$ cat config.mk
export PLATFORM = sky130hd
export DESIGN_NAME = pipe_exe_backend
export DESIGN_NICKNAME = d
export VERILOG_FILES = /design/src/rtl/pipe_pkg.sv /design/src/rtl/pipe_alu.sv /design/src/rtl/pipe_exe_backend.sv
export SDC_FILE = /design/constraint.sdc
export NUM_CORES = 1
export LEC_CHECK = 0
export BUFFER_PORTS_ARGS = -buffer_cell sky130_fd_sc_hd__buf_2
export CORE_ASPECT_RATIO = 0.8
export CORE_MARGIN = 3
export CORE_UTILIZATION = 62
export CTS_BUF_LIST = sky130_fd_sc_hd__clkbuf_16
export CTS_CLUSTER_DIAMETER = 40
export DETAILED_ROUTE_END_ITERATION = 6
export PLACE_DENSITY = 0.9
export SYNTH_ARGS = -nofsm -noshare
export SYNTH_HDL_FRONTEND = slang
export SYNTH_SLANG_ARGS = --single-unit
export TNS_END_PERCENT = 20
$ cat constraint.sdc
create_clock -name clock -period 11.75 [get_ports clock]
set_input_delay 2.35 -clock clock [delete_from_list [all_inputs] [get_ports clock]]
set_output_delay 2.35 -clock clock [all_outputs]
set_load 0.02 [all_outputs]
$ cat src/rtl/pipe_pkg.sv
// Shared definitions for the EX/MEM backend of the 5-stage MIPS pipeline:
// ALU codes, link register default and the ID/EX control bundle.
package pipe_pkg;

  // Bit 3 is ignored for every code except the shifts.
  localparam logic [3:0] ALU_ADD = 4'b0000;
  localparam logic [3:0] ALU_SUB = 4'b0100;
  localparam logic [3:0] ALU_AND = 4'b0001;
  localparam logic [3:0] ALU_OR  = 4'b0101;
  localparam logic [3:0] ALU_XOR = 4'b0010;
  localparam logic [3:0] ALU_LUI = 4'b0110;
  localparam logic [3:0] ALU_SLL = 4'b0011;
  localparam logic [3:0] ALU_SRL = 4'b0111;
  localparam logic [3:0] ALU_SRA = 4'b1111;

  localparam logic [4:0] DEFAULT_LINK_REG = 5'd31;

  typedef struct packed {
    logic       wreg;
    logic       m2reg;
    logic       wmem;
    logic       aluimm;
    logic       shift;
    logic       jal;
    logic [3:0] aluc;
  } id_ex_ctrl_t;

endpackage

$ cat src/rtl/pipe_alu.sv
// Combinational EX-stage ALU with logic ops, LUI and barrel shifts.
module pipe_alu
  import pipe_pkg::*;
(
  input  logic [31:0] a,
  input  logic [31:0] b,
  input  logic [3:0]  aluc,
  output logic [31:0] r
);

  logic [4:0] sa;
  assign sa = a[4:0];

  always_comb begin
    r = '0;
    casez (aluc)
      {1'b?, ALU_ADD[2:0]}: r = a + b;
      {1'b?, ALU_SUB[2:0]}: r = a - b;
      {1'b?, ALU_AND[2:0]}: r = a & b;
      {1'b?, ALU_OR[2:0]}:  r = a | b;
      {1'b?, ALU_XOR[2:0]}: r = a ^ b;
      {1'b?, ALU_LUI[2:0]}: r = {b[15:0], 16'h0000};
      ALU_SLL:              r = b << sa;
      ALU_SRL:              r = b >> sa;
      ALU_SRA:              r = 32'($signed(b) >>> sa);
      default:              r = '0;
    endcase
  end

endmodule

$ cat src/rtl/pipe_exe_backend.sv
// ID/EX register with bubble insertion, EX datapath with jal link path,
// and the EX/MEM register feeding the data-memory stage.
module pipe_exe_backend
  import pipe_pkg::*;
#(
  parameter logic [4:0] LINK_REG = DEFAULT_LINK_REG,
  parameter int         CNT_W    = 16
) (
  input  logic             clock,
  input  logic             resetn,
  input  logic             wpcir,
  input  logic [31:0]      dpc4,
  input  logic [31:0]      da,
  input  logic [31:0]      db,
  input  logic [31:0]      dimm,
  input  logic [4:0]       drn,
  input  logic [3:0]       daluc,
  input  logic             dwreg,
  input  logic             dm2reg,
  input  logic             dwmem,
  input  logic             daluimm,
  input  logic             dshift,
  input  logic             djal,
  output logic [31:0]      ealu,
  output logic [4:0]       ern,
  output logic             ewreg,
  output logic             em2reg,
  output logic [31:0]      malu,
  output logic [31:0]      mb,
  output logic [4:0]       mrn,
  output logic             mwreg,
  output logic             mm2reg,
  output logic             mwmem,
  output logic [CNT_W-1:0] bubble_cnt
);

  logic [31:0] epc4, ea, eb, eimm;
  logic [4:0]  ern_reg;
  id_ex_ctrl_t ectrl, dctrl;
  logic [31:0] alu_a, alu_b, alu_r;

  always_comb begin
    dctrl        = '0;
    dctrl.wreg   = dwreg;
    dctrl.m2reg  = dm2reg;
    dctrl.wmem   = dwmem;
    dctrl.aluimm = daluimm;
    dctrl.shift  = dshift;
    dctrl.jal    = djal;
    dctrl.aluc   = daluc;
    // A bubble keeps the data fields but must never write state or link.
    if (wpcir) begin
      dctrl.wreg  = 1'b0;
      dctrl.m2reg = 1'b0;
      dctrl.wmem  = 1'b0;
      dctrl.jal   = 1'b0;
    end
  end

  always_ff @(posedge clock or negedge resetn) begin
    if (!resetn) begin
      epc4    <= '0;
      ea      <= '0;
      eb      <= '0;
      eimm    <= '0;
      ern_reg <= '0;
      ectrl   <= '0;
    end else begin
      epc4    <= dpc4;
      ea      <= da;
      eb      <= db;
      eimm    <= dimm;
      ern_reg <= drn;
      ectrl   <= dctrl;
    end
  end

  always_ff @(posedge clock or negedge resetn) begin
    if (!resetn) begin
      bubble_cnt <= '0;
    end else if (wpcir && (bubble_cnt != {CNT_W{1'b1}})) begin
      bubble_cnt <= bubble_cnt + CNT_W'(1);
    end
  end

  assign alu_a = ectrl.shift  ? eimm : ea;
  assign alu_b = ectrl.aluimm ? eimm : eb;

  pipe_alu u_alu (
    .a    (alu_a),
    .b    (alu_b),
    .aluc (ectrl.aluc),
    .r    (alu_r)
  );

  // jal links past the delay slot, hence epc4 + 4.
  assign ealu   = ectrl.jal ? (epc4 + 32'd4) : alu_r;
  assign ern    = ectrl.jal ? LINK_REG : ern_reg;
  assign ewreg  = ectrl.wreg;
  assign em2reg = ectrl.m2reg;

  always_ff @(posedge clock or negedge resetn) begin
    if (!resetn) begin
      malu   <= '0;
      mb     <= '0;
      mrn    <= '0;
      mwreg  <= 1'b0;
      mm2reg <= 1'b0;
      mwmem  <= 1'b0;
    end else begin
      malu   <= ealu;
      mb     <= eb;
      mrn    <= ern;
      mwreg  <= ectrl.wreg;
      mm2reg <= ectrl.m2reg;
      mwmem  <= ectrl.wmem;
    end
  end

endmodule
==> results.txt <==
The flow ran to the end, but the final reports show violations. The final reports fail on DRC. For the final database, setup skew stands at ~0.022 ns. The maximum fanout count along the critical path came out at 54. The overall routing resource usage is 44.9%. Counting flops and latches in the post-synthesis netlist gives 231. The routed wire length came out at around 65000 um.

The number of slew-limit violations in the final report came out at 0. The number of synthesized flops with an enable pin came out at 0. The via-per-instance ratio is 6.90. The arrival time of data at the critical path endpoint came out at 6.37 ns. Entering global routing, the biggest net connects 88 pins. The first TritonRoute pass finished after 7 iterations.

The worst path needs 8.72 ns of the cycle, external delays included. After synthesis, the largest family of logic cells by area is compound AO/OA/AOI/OAI gates. The number of rows created at floorplan is 52. The portion of the post-synthesis area used by sequential elements is 35.9%. The final estimated routing congestion in global placement came out at 1.15.

Max-cap violations in this run came to 0. The cell count after synthesis is 1740. The clock network latency to the later pin of the worst-skew pair is 0.57 ns.

The synthesized netlist devotes 13.8% of its cell area to simple gates. The net count of the finished layout is 2214. The HPWL after detailed placement is 49500 um. The overall overflow remaining after global route is 0.

Of the post-synthesis cell area, the part taken by muxes is 14.1%. The slew of the pin with the lowest slew margin is 1.10 ns. Among all flip-flop cells after synthesis, the most frequent one is dfrtp_1. The post-synthesis cell type count came out at 82.

The data required time at the worst endpoint came out at 9.40 ns. In the post-synthesis netlist, the biggest area contributors are dfrtp_1 36%, mux2i_1 8.7%, ha_1 7.6%. The buffers inserted during post-CTS setup optimization came out at 0. The first global-routing pass estimated between 90000 and 100000 um of wire. The critical path is of the reg -> out type. The post-synth net total is 1985. The count of buffers added on input and output ports is roughly 270.

The filler cell count in the final layout came out at 1898. The maximum clock frequency came out at about 0.11 GHz. The power density relative to cell area came out at 141 nW/um^2. The clock-pin slew on the worst setup and hold paths is 0.06 ns. The share of synthesized area in the top cell type comes to 35.9%. The initial antenna violation count is 1.

The count of H-tree levels built during CTS came out at 1. The netlist area before placement is 16100 sq um. The tree is rooted in a clkbuf_16. The final period utilization came out at 74.3%.

Across the VDD grid, the largest voltage drop is 0.161 mV. Each instance of the synthesized netlist takes up on average about 9.3 sq um. The synthesis-to-finish area growth came out at 14.7%. The worst setup path is launched from a register. The final setup slack of the worst path came out at 3.03 ns. The number of primary I/O pins is about 270. The xor and xnor fraction of the mapped netlist area came out at a little over 5%. dfrtp_1 takes more of the synthesized area than any other cell. The number of global-route vias before repair was 15300. The worst setup path is captured at a primary output. The detailed-route wire length per cell came out at about 28 um. The area of the core came out at 25400 sq um.

After synthesis, the share of flip-flops with an asynchronous set or reset is 100%. The initial core utilization is 63.4%. The number of buffers created by CTS came out at 24. After clock tree synthesis, the flow added hold-fix buffers numbering 0. The count of final hold-check violations is 0.

The fraction of layout instances using a drive strength above 1 is 22.6%. The synthesized netlist devotes 7.73% of its cell area to adder and majority cells. For the final routed database, the setup TNS stands at 0 ns. The remaining max-slew budget at the tightest pin came out at 26.7%.

The total clock sinks came out at around 230. The first-iteration detailed-routing DRC count came out at 2958. The post-route DRC violation count came out at 63. Timing analysis after detailed placement gives a worst setup slack of 3.84 ns. Setup violations remaining at the end of the flow were counted as 0. The y dimension of the die is 150 um. The count of synthesis-stage warnings from yosys came out at 0.

The die is 186 um wide. The type of the worst min-delay path is reg -> reg. The static power due to leakage is between 8 and 9 nW. The count of inserted antenna diode cells came out at 0. The die footprint came out at 28000 sq um.

The residual antenna-violating net count after detailed routing is 0. The synthesized netlist devotes 18.3% of its cell area to compound gates. The number of vias after detailed routing came out at 16100. Gates resized during post-CTS repair numbered 0.

Setup repair after global routing left no endpoint under its margin. The deepest clock path buffer count is 3. The CTS tree is yes.
## per-stage QoR
step	utilization (%)	power (mW)	cells	hold WS, ns	area [sq um]
floorplan	-	1.48	1740	0.331	16100
global placement	69.6	1.80	2294	0.333	17700
detailed placement	69.6	1.81	2294	0.337	17700
CTS	72.7	2.56	2337	0.350	18500
global route	72.7	2.68	2337	0.351	18500
finish	72.7	2.60	2337	0.349	18500
## cells in the final DEF, fill, tap and decap left out, drive strengths merged, types with 6 or more instances in the layout
cell / n
a211oi: 37
o22ai: 31
buf: 311
xnor2: 70
mux2: 17
a31oi: 30
o221ai: 11
a21o: 14
dfrtp: 231
nand3: 46
clkbuf: 24
a221o: 7
xor2: 22
nand2b: 12
clkinv: 7
nand4: 19
a22oi: 10
o21a: 6
ha: 98
nor3: 33
a21oi: 107
or3: 7
a221oi: 14
o21ai: 99
nor2: 144
o2111ai: 7
o31ai: 8
or2: 8
o211ai: 18
nand2: 178
and3: 13
nor2b: 10
mux2i: 171
inv: 86
## cell usage after synthesis, drive strengths merged (7+ instances only)
library cell  instances
o2111ai               7
a211oi               37
a221o                 7
a21oi               107
a22oi                10
and3                 13
xor2                 22
nor2b                10
buf                  47
o221ai               11
nor3                 33
ha                   98
o31ai                 8
or3                   7
nand2               178
mux2                 17
inv                  78
o211ai               18
a221oi               14
nor2                144
o22ai                31
mux2i               171
or2                   8
a21o                 14
clkbuf               61
a31oi                30
dfrtp               231
nand2b               12
xnor2                70
nand3                46
nand4                19
o21ai                99
## worst max-delay path: stages (launching register included)
cell      delay (ns)
dfrtp_2         0.48
buf_4           0.50
mux2i_4         0.78
inv_2           0.04
buf_4           0.36
ha_1            0.45
and2b_1         0.24
o31ai_1         0.69
a21oi_1         0.27
o21ai_0         0.22
nand2b_1        0.12
a31oi_1         0.27
nor3_1          0.08
o21ai_0         0.64
a32oi_1         0.35
buf_2           0.26
## final timing paths
| kind | from | end | slack (ns) | cells after the start |
|---|---|---|---|---|
| max in group asynchronous | resetn | ectrl[5] | 8.52 | 2 |
| min in group asynchronous | resetn | malu[10] | 1.75 | 1 |
| hold reg to reg | ectrl[7] | mwmem | 0.35 | 0 |
| setup reg to reg | ectrl[5] | malu[12] | 5.97 | 14 |
| setup / recovery | ectrl[5] | ealu[12] | 3.03 | 15 |
| hold / removal | ectrl[7] | mwmem | 0.35 | 0 |
## cells by family after synthesis
group / count (synthesis)
buffers and inverters: 186
xor gates and xnor gates: 92
and+or+nand+nor: 490
muxes: 193
AOI/OAI and AO/OA: 449
DFF: 231
adders and majority gates: 99
## routing by layer
metal,GRT usage (%),vias to the layer above,routed length [um],part of all wire [%]
li1,-,6746,-,-
met1,59.5,7648,24200,37
met2,65.2,1426,26600,41
met3,15.8,307,9720,15
met4,24.1,2,4670,7.2
met5,0,-,13,0.020
## layout make-up
type                            instances  area, sq um  area share [%]
Multi-Input combinational cell       1323         9530            51.5
Sequential cell                       231         5780            31.3
Timing Repair Buffer                  311         1660            9.00
Clock buffer                           24          601            3.25
Tap cell                              351          439            2.38
Inverter                               78          293            1.58
Clock inverter                         19          179           0.968
## where the power goes
part,total [mW],switching (mW),internal (mW)
registers,0.904,0.0458,0.858
logic,0.948,0.638,0.310
clock network,0.752,0.330,0.421
Note: power is estimated with default switching activity, not from simulation.
